<file path="config.mk">
export PLATFORM = sky130hd
export DESIGN_NAME = decoder_select_arbiter
export DESIGN_NICKNAME = d
export VERILOG_FILES = /design/src/rtl/decoder_select_arbiter.sv
export SDC_FILE = /design/constraint.sdc
export NUM_CORES = 1
export LEC_CHECK = 0
export ABC_AREA = 1
export ABC_CLOCK_PERIOD_IN_PS = 2050
export CAP_MARGIN = 5
export CORE_ASPECT_RATIO = 0.7
export CORE_UTILIZATION = 43
export CTS_BUF_LIST = sky130_fd_sc_hd__clkbuf_8
export CTS_CLUSTER_DIAMETER = 50
export CTS_CLUSTER_SIZE = 12
export DETAILED_ROUTE_END_ITERATION = 10
export GPL_TIMING_DRIVEN = 1
export PLACE_DENSITY = 0.86
export SLEW_MARGIN = 40
export SYNTH_ARGS = -nofsm -noshare
export SYNTH_HDL_FRONTEND = slang
export SYNTH_SLANG_ARGS = --single-unit
</file>
<file path="constraint.sdc">
create_clock -name clk -period 2.05 [get_ports clk]
set_input_delay 0.41 -clock clk [delete_from_list [all_inputs] [get_ports clk]]
set_output_delay 0.41 -clock clk [all_outputs]
set_load 0.02 [all_outputs]
</file>
<file path="src/rtl/decoder_select_arbiter.sv">
// Round-robin arbiter/sequencer for the shared select decoder: grants one master,
// holds the decoder address/enable until ack or timeout, then pulses a response.
module decoder_select_arbiter #(
    parameter int NUM_REQ = 4,
    parameter int ADDR_W  = 8,
    parameter int TIMEOUT = 16
) (
    input  logic                        clk,
    input  logic                        rst_n,
    input  logic [NUM_REQ-1:0]          req_i,
    input  logic [NUM_REQ*ADDR_W-1:0]   addr_i,
    output logic [NUM_REQ-1:0]          gnt_o,
    output logic [NUM_REQ-1:0]          rvalid_o,
    output logic                        err_o,
    output logic [ADDR_W-1:0]           dec_addr_o,
    output logic                        dec_en_o,
    input  logic                        ack_i,
    output logic                        busy_o
);

    localparam int IDX_W = (NUM_REQ > 1) ? $clog2(NUM_REQ) : 1;
    localparam int CNT_W = (TIMEOUT > 1) ? $clog2(TIMEOUT) : 1;
    localparam logic [IDX_W-1:0] LAST_RST = IDX_W'(NUM_REQ - 1);
    localparam logic [CNT_W-1:0] CNT_MAX  = CNT_W'(TIMEOUT - 1);

    typedef enum logic [1:0] {IDLE, ACTIVE, RESP} state_t;

    state_t              state_q, state_d;
    logic [NUM_REQ-1:0]  gnt_q, gnt_d;
    logic [NUM_REQ-1:0]  rvalid_q, rvalid_d;
    logic                err_q, err_d;
    logic [ADDR_W-1:0]   dec_addr_q, dec_addr_d;
    logic                dec_en_q, dec_en_d;
    logic [CNT_W-1:0]    cnt_q, cnt_d;
    logic [IDX_W-1:0]    last_q, last_d;

    logic [ADDR_W-1:0]   addr_arr [NUM_REQ];
    logic [IDX_W-1:0]    win;
    logic [NUM_REQ-1:0]  win_oh;
    logic [NUM_REQ-1:0]  last_oh;

    // First requester strictly after the previous winner, wrapping around.
    function automatic logic [IDX_W-1:0] pick(input logic [NUM_REQ-1:0] req,
                                              input logic [IDX_W-1:0]   last);
        logic [IDX_W-1:0] w;
        logic [IDX_W-1:0] cand;
        logic             found;
        int               idx;
        w     = last;
        found = 1'b0;
        for (int i = 1; i <= NUM_REQ; i++) begin
            idx  = (int'(last) + i) % NUM_REQ;
            cand = idx[IDX_W-1:0];
            if (!found && req[cand]) begin
                w     = cand;
                found = 1'b1;
            end
        end
        return w;
    endfunction

    always_comb begin
        for (int m = 0; m < NUM_REQ; m++) begin
            addr_arr[m] = addr_i[m*ADDR_W +: ADDR_W];
        end
    end

    assign win     = pick(req_i, last_q);
    assign win_oh  = NUM_REQ'(1) << win;
    assign last_oh = NUM_REQ'(1) << last_q;

    always_comb begin
        state_d    = state_q;
        gnt_d      = '0;
        rvalid_d   = '0;
        err_d      = 1'b0;
        dec_addr_d = dec_addr_q;
        dec_en_d   = dec_en_q;
        cnt_d      = cnt_q;
        last_d     = last_q;
        case (state_q)
            IDLE: begin
                if (|req_i) begin
                    gnt_d      = win_oh;
                    dec_addr_d = addr_arr[win];
                    dec_en_d   = 1'b1;
                    last_d     = win;
                    cnt_d      = '0;
                    state_d    = ACTIVE;
                end
            end
            ACTIVE: begin
                // Ack takes priority over a timeout landing on the same edge.
                if (ack_i) begin
                    rvalid_d = last_oh;
                    dec_en_d = 1'b0;
                    state_d  = RESP;
                end else if (cnt_q == CNT_MAX) begin
                    rvalid_d = last_oh;
                    err_d    = 1'b1;
                    dec_en_d = 1'b0;
                    state_d  = RESP;
                end else begin
                    cnt_d = cnt_q + CNT_W'(1);
                end
            end
            RESP: begin
                state_d = IDLE;
            end
            default: begin
                state_d  = IDLE;
                dec_en_d = 1'b0;
            end
        endcase
    end

    always_ff @(posedge clk or negedge rst_n) begin
        if (!rst_n) begin
            state_q    <= IDLE;
            gnt_q      <= '0;
            rvalid_q   <= '0;
            err_q      <= 1'b0;
            dec_addr_q <= '0;
            dec_en_q   <= 1'b0;
            cnt_q      <= '0;
            last_q     <= LAST_RST;
        end else begin
            state_q    <= state_d;
            gnt_q      <= gnt_d;
            rvalid_q   <= rvalid_d;
            err_q      <= err_d;
            dec_addr_q <= dec_addr_d;
            dec_en_q   <= dec_en_d;
            cnt_q      <= cnt_d;
            last_q     <= last_d;
        end
    end

    assign gnt_o      = gnt_q;
    assign rvalid_o   = rvalid_q;
    assign err_o      = err_q;
    assign dec_addr_o = dec_addr_q;
    assign dec_en_o   = dec_en_q;
    assign busy_o     = (state_q != IDLE);

endmodule
</file>
==> out/metrics.cfg, run 1 <==
[floorplan]
io_pins=58
dieArea_um2=4310
fp.dieH_um=55.2
start_util_pct=47.2
die_w_um=78.1
rows=18
core_um2=3690

[setup_path]
r2r_slack_ns=-0.03
worstSetupStartpointType=register
cp_max_fo=6
timing.rr.start=last_q[1]
path_class=reg -> reg
end_kind=register
rr_worst_depth=13
crit_start=last_q[1]
r2r_end=dec_addr_o[0]
cp.arrival_ns=2.26
worstPathRequired_ns=2.23

[detailed_routing]
vias=1974
drt-wirelength-per-cell_um=15.3
viasPerCell=5.50
antenna_left=0
drt_iter0_markers=88
drcViolationCount=0
routed_wl_um=5510
drt-pass1-iter-count=5

[timing]
finalMaxSlewViolations=0
rsz0062_at_grt=true
fin_ws_ns=-0.0270
skew_ns=0.0116
hold_violations=0
min_period_over_period_pct=101
max_freq_mhz=481
period_minus_slack_ns=2.08
maxSlewHeadroom_pct=78.1
setup_viol=6
finalSetupTns_ns=-0.0785
tightestPinTransition_ns=0.329

[cells_and_area]
nFillCells=246
final_nets=354
syn2layout_area_growth_pct=61.2
stdcell_area_um2=2810
finalNonFillerCells=359
drive_gt1_share_pct=26.9
layout_commonest_cell=clkdlybuf4s50_1
antenna_cells=0
mostFrequentLayoutCells=clkdlybuf4s50_1 (57), nand3_1 (48), nand2_1 (45)

[outcome]
status=finished with violations
failed_checks=setup timing

[global_route]
grt_pass1_vias=1745
gr-total-overflow=0
grt_max_degree=27
grt_pass1_wl_um=7690
antenna_found_initial=0
grt.total_usage_pct=22.6

[place]
postPlaceCellArea_um2=2470
port_buffers=57
gp_congestion=0.860
hpwl_um=3460
dp_worst_setup_slack_ns=-0.199
place_inst=345

[clocking]
htreeDepth=1
cts_tree=done
clk_latency_ns=0.28
cts_hold_buf=0
cts.path.max_buffers=2
clock-sinks=26
clk_pin_slew_ns=0.10
cts_buffers=3
cts-root-buf=clkbuf_8

[yosys]
ys_seq_area_share_pct=37.5
syn_area_um2=1740
ys_ff_latch=26
syn_nets=273
synth_cell_types=24
yosysWarnings=0
synth_area_per_cell_um2=7.61
netlist_instances=229

[worst_hold_path]
min_path_type=in -> async

[job]
drv_cap=0

## layout make-up
type	count	area (um2)	share of cell area, %
Inverter	26	110	3.92
Clock buffer	4	55.1	1.96
Sequential cell	26	653	23.3
Timing Repair Buffer	80	800	28.5
Tap cell	50	62.6	2.23
Multi-Input combinational cell	173	1130	40.2
## cell families after synthesis
kind of cell / Yosys count / synth area share, %
AOI/OAI and AO/OA: 11 / 3.23
adders and majority gates: 5 / 3.59
buffers and inverters: 33 / 9.55
DFF: 26 / 37.5
and+or+nand+nor: 154 / 46.1
## layer usage
layer	up-vias	share of wire, %	track usage [%]
met5	-	0	0
met4	0	1.8	6.88
met3	16	10	6.61
met2	135	47	35.2
met1	908	41	30.4
li1	915	-	-
## registers in the layout, summed over array words and instances, names as in the netlist
register,flops
state_q,2
last_q,2
rvalid_o,4
cnt_q,4
err_o,1
dec_en_o,1
dec_addr_o,8
gnt_o,4
## timing repair
item,CTS,global route
setup buffers,1,6
endpoints found under the setup margin,8,12
cloned,1,2
resized for setup,5,37
pin swaps,1,19
## through the flow
stage	util [%]	hold WS [ns]
after floorplan	-	0.114
after global placement	66.8	0.470
after detailed placement	66.8	0.474
after CTS	69.3	0.496
after global routing	76.0	0.529
final	76.0	0.506
## synthesized netlist by cell type
| cell type | count | area (um2) |
|---|---|---|
| nor2_1 | 14 | 52.6 |
| nand2_2 | 13 | 81.3 |
| nor2_4 | 1 | 11.3 |
| nand3_1 | 58 | 290 |
| nand2_4 | 4 | 45.0 |
| dfrtp_1 | 24 | 601 |
| nand4_1 | 1 | 6.26 |
| buf_2 | 1 | 5.00 |
| buf_6 | 5 | 56.3 |
| ha_1 | 5 | 62.6 |
| clkinv_2 | 1 | 5.00 |
| o22ai_1 | 1 | 6.26 |
| o21ai_1 | 1 | 5.00 |
| o21ai_0 | 5 | 25.0 |
| a21oi_1 | 4 | 20.0 |
| nand2_1 | 51 | 191 |
| inv_1 | 23 | 86.3 |
| nand3_4 | 2 | 35.0 |
| dfstp_2 | 2 | 52.6 |
| inv_4 | 1 | 6.26 |
| nor3_1 | 2 | 10.0 |
| inv_2 | 1 | 3.75 |
| nand3_2 | 8 | 80.1 |
| clkbuf_1 | 1 | 3.75 |
## critical path, stage by stage, from the launching register on
cell and delay, ns:
dfstp_2 0.57, inv_2 0.06, ha_4 0.29, buf_4 0.13, nand3_2 0.09, nand2_2 0.08, nand2_4 0.07, nand2_4 0.10
nand2_8 0.10, buf_6 0.15, nand3_1 0.09, nand3_2 0.11, nand3_2 0.08, nand2_1 0.05
## how the worst max path moves through the flow
stage	to	slack, ns	cells after the start
floorplan	dec_addr_o[0]	0.03	15
global placement	dec_addr_o[3]	-0.11	12
detailed placement	dec_addr_o[3]	-0.20	12
CTS	dec_addr_o[0]	0.002	13
global route	dec_addr_o[2]	-0.11	11
finish	dec_addr_o[0]	-0.03	13
Power of run 1 is not shown: default switching activity piles up to over one toggle a cycle in this logic, so the estimate is an artifact.
==> run 2: changes to the inputs <==
--- a/config.mk
+++ b/config.mk
@@ -6,16 +6,18 @@
 export NUM_CORES = 1
 export LEC_CHECK = 0
 export ABC_AREA = 1
-export ABC_CLOCK_PERIOD_IN_PS = 2050
-export CAP_MARGIN = 5
+export ABC_CLOCK_PERIOD_IN_PS = 1900
+export CAP_MARGIN = 25
+export CELL_PAD_IN_SITES_DETAIL_PLACEMENT = 1
+export CELL_PAD_IN_SITES_GLOBAL_PLACEMENT = 1
 export CORE_ASPECT_RATIO = 0.7
-export CORE_UTILIZATION = 43
+export CORE_UTILIZATION = 30
 export CTS_BUF_LIST = sky130_fd_sc_hd__clkbuf_8
 export CTS_CLUSTER_DIAMETER = 50
 export CTS_CLUSTER_SIZE = 12
 export DETAILED_ROUTE_END_ITERATION = 10
 export GPL_TIMING_DRIVEN = 1
-export PLACE_DENSITY = 0.86
+export PLACE_DENSITY = 0.85
 export SLEW_MARGIN = 40
 export SYNTH_ARGS = -nofsm -noshare
 export SYNTH_HDL_FRONTEND = slang
==> constraint.sdc (replaced) <==
create_clock -name clk -period 1.9 [get_ports clk]
set_input_delay 0.38 -clock clk [delete_from_list [all_inputs] [get_ports clk]]
set_output_delay 0.38 -clock clk [all_outputs]
set_load 0.02 [all_outputs]
==> out/metrics.cfg, run 2 (synthesis gave the netlist of run 1 again) <==
[worst_hold_path]
min_path_type=in -> async

[timing]
hold_violations=0
tightestPinTransition_ns=0.327
period_minus_slack_ns=2.04
finalMaxSlewViolations=0
fin_ws_ns=-0.141
maxSlewHeadroom_pct=78.2
rsz0062_at_grt=true
max_freq_mhz=490
setup_viol=12
skew_ns=0.00566
min_period_over_period_pct=107

[global_route]
grt_max_degree=27
grt_pass1_wl_um=9880
gr-total-overflow=0
grt.total_usage_pct=20.9
antenna_found_initial=0
grt_pass1_vias=2037

[outcome]
status=finished with violations
failed_checks=setup timing

[setup_path]
r2r_end=dec_addr_o[4]
timing.rr.start=last_q[1]
worstPathRequired_ns=2.07
path_class=reg -> reg
end_kind=register
cp_cell_sequence=inv_2, ha_4, buf_12, nand3_4, nand2_4, inv_8, nand2_4, nand2_8, buf_4, nand3_2, nand3_1, nand3_2, nand2_1
cp_slowest_cell=dfstp_2
cp_max_fo=6
r2r_slack_ns=-0.14
worstSetupStartpointType=register
cp_slowest_stage_delay_ns=0.55
cp.arrival_ns=2.21
rr_worst_depth=13

[detailed_routing]
drcViolationCount=0
drt-pass1-iter-count=4
drt_iter0_markers=69
drt-wirelength-per-cell_um=16.9
antenna_left=0
routed_wl_um=6530
viasPerCell=5.01
vias=1937

[floorplan]
die_w_um=93.1
start_util_pct=32.1
rows=22
fp.dieH_um=65.8
io_pins=58
dieArea_um2=6120
core_um2=5420

[cells_and_area]
layout_commonest_cell=clkdlybuf4s50_1
syn2layout_area_growth_pct=71.0
largest_register_ffs=8
mostFrequentLayoutCells=clkdlybuf4s50_1 (56), nand2_1 (46), nand3_1 (33)
final_core_util_pct=54.9
stdcell_area_um2=2980
antenna_cells=0
drive_gt1_share_pct=33.3
final_nets=360

[clocking]
clock-sinks=26
cts.path.max_buffers=2
htreeDepth=1
clk_pin_slew_ns=0.09
cts-root-buf=clkbuf_8
cts_buffers=3
clk_latency_ns=0.27
cts_tree=done
cts_hold_buf=0

[job]
drv_cap=0

[place]
port_buffers=57
postPlaceCellArea_um2=2530
gp_congestion=0.865
hpwl_um=4320

run 2: what timing repair did:
| item | 4_1_cts | 5_1_grt |
|---|---|---|
| resized for setup | 26 | 38 |
| cloned | 3 | 1 |
| endpoints found under the setup margin | 14 | 19 |
| pin swaps | 14 | 15 |
| setup buffers | 4 | 2 |
run 2: final cells by class:
cell class | instances | area [um2]
tap | 72 | 90.1
inverter | 26 | 113
sequential | 26 | 653
timing repair buffer | 87 | 863
clock buffer | 4 | 55.1
fill | 650 | 2440
multi-input combinational | 172 | 1200
run 2: through the flow:
stage                     instances  hold WS [ns]  worst slack (ns)  setup TNS, ns
final                           387         0.474            -0.141          -1.05
after floorplan                 229        0.0844           -0.0597         -0.473
after detailed placement        373         0.469            -0.270          -4.07
after global placement          373         0.471            -0.203          -2.64
after global routing            387         0.487            -0.228          -2.13
after CTS                       384         0.486           -0.0643         -0.521
run 2: worst max-delay path by stage:
| stage | end | slack (ns) | depth (start not counted) | startpoint |
|---|---|---|---|---|
| detailed placement | dec_addr_o[5] | -0.27 | 13 | req_i[1] |
| finish | dec_addr_o[4] | -0.14 | 13 | last_q[1] |
| global route | dec_addr_o[4] | -0.23 | 12 | last_q[1] |
| global placement | dec_addr_o[3] | -0.20 | 14 | req_i[2] |
| floorplan | dec_addr_o[0] | -0.06 | 15 | last_q[0] |
| CTS | dec_addr_o[6] | -0.06 | 12 | last_q[1] |
run 2: worst max-delay path: cells and delay by family, from the launching register on:
kind	cells	cell delay [ns]
simple gates	8	0.67
flops	1	0.55
fa+ha+maj	1	0.32
buf+inv	4	0.39
run 2: layer usage:
layer / track usage (%) / vias to the layer above / routed length [um]
met5: 0 / - / 0
met4: 4.62 / 0 / 91
met3: 4.86 / 8 / 407
met2: 33.5 / 72 / 3070
met1: 28.7 / 934 / 2970
li1: - / 923 / -
Power of run 2 is left out for the same reason.
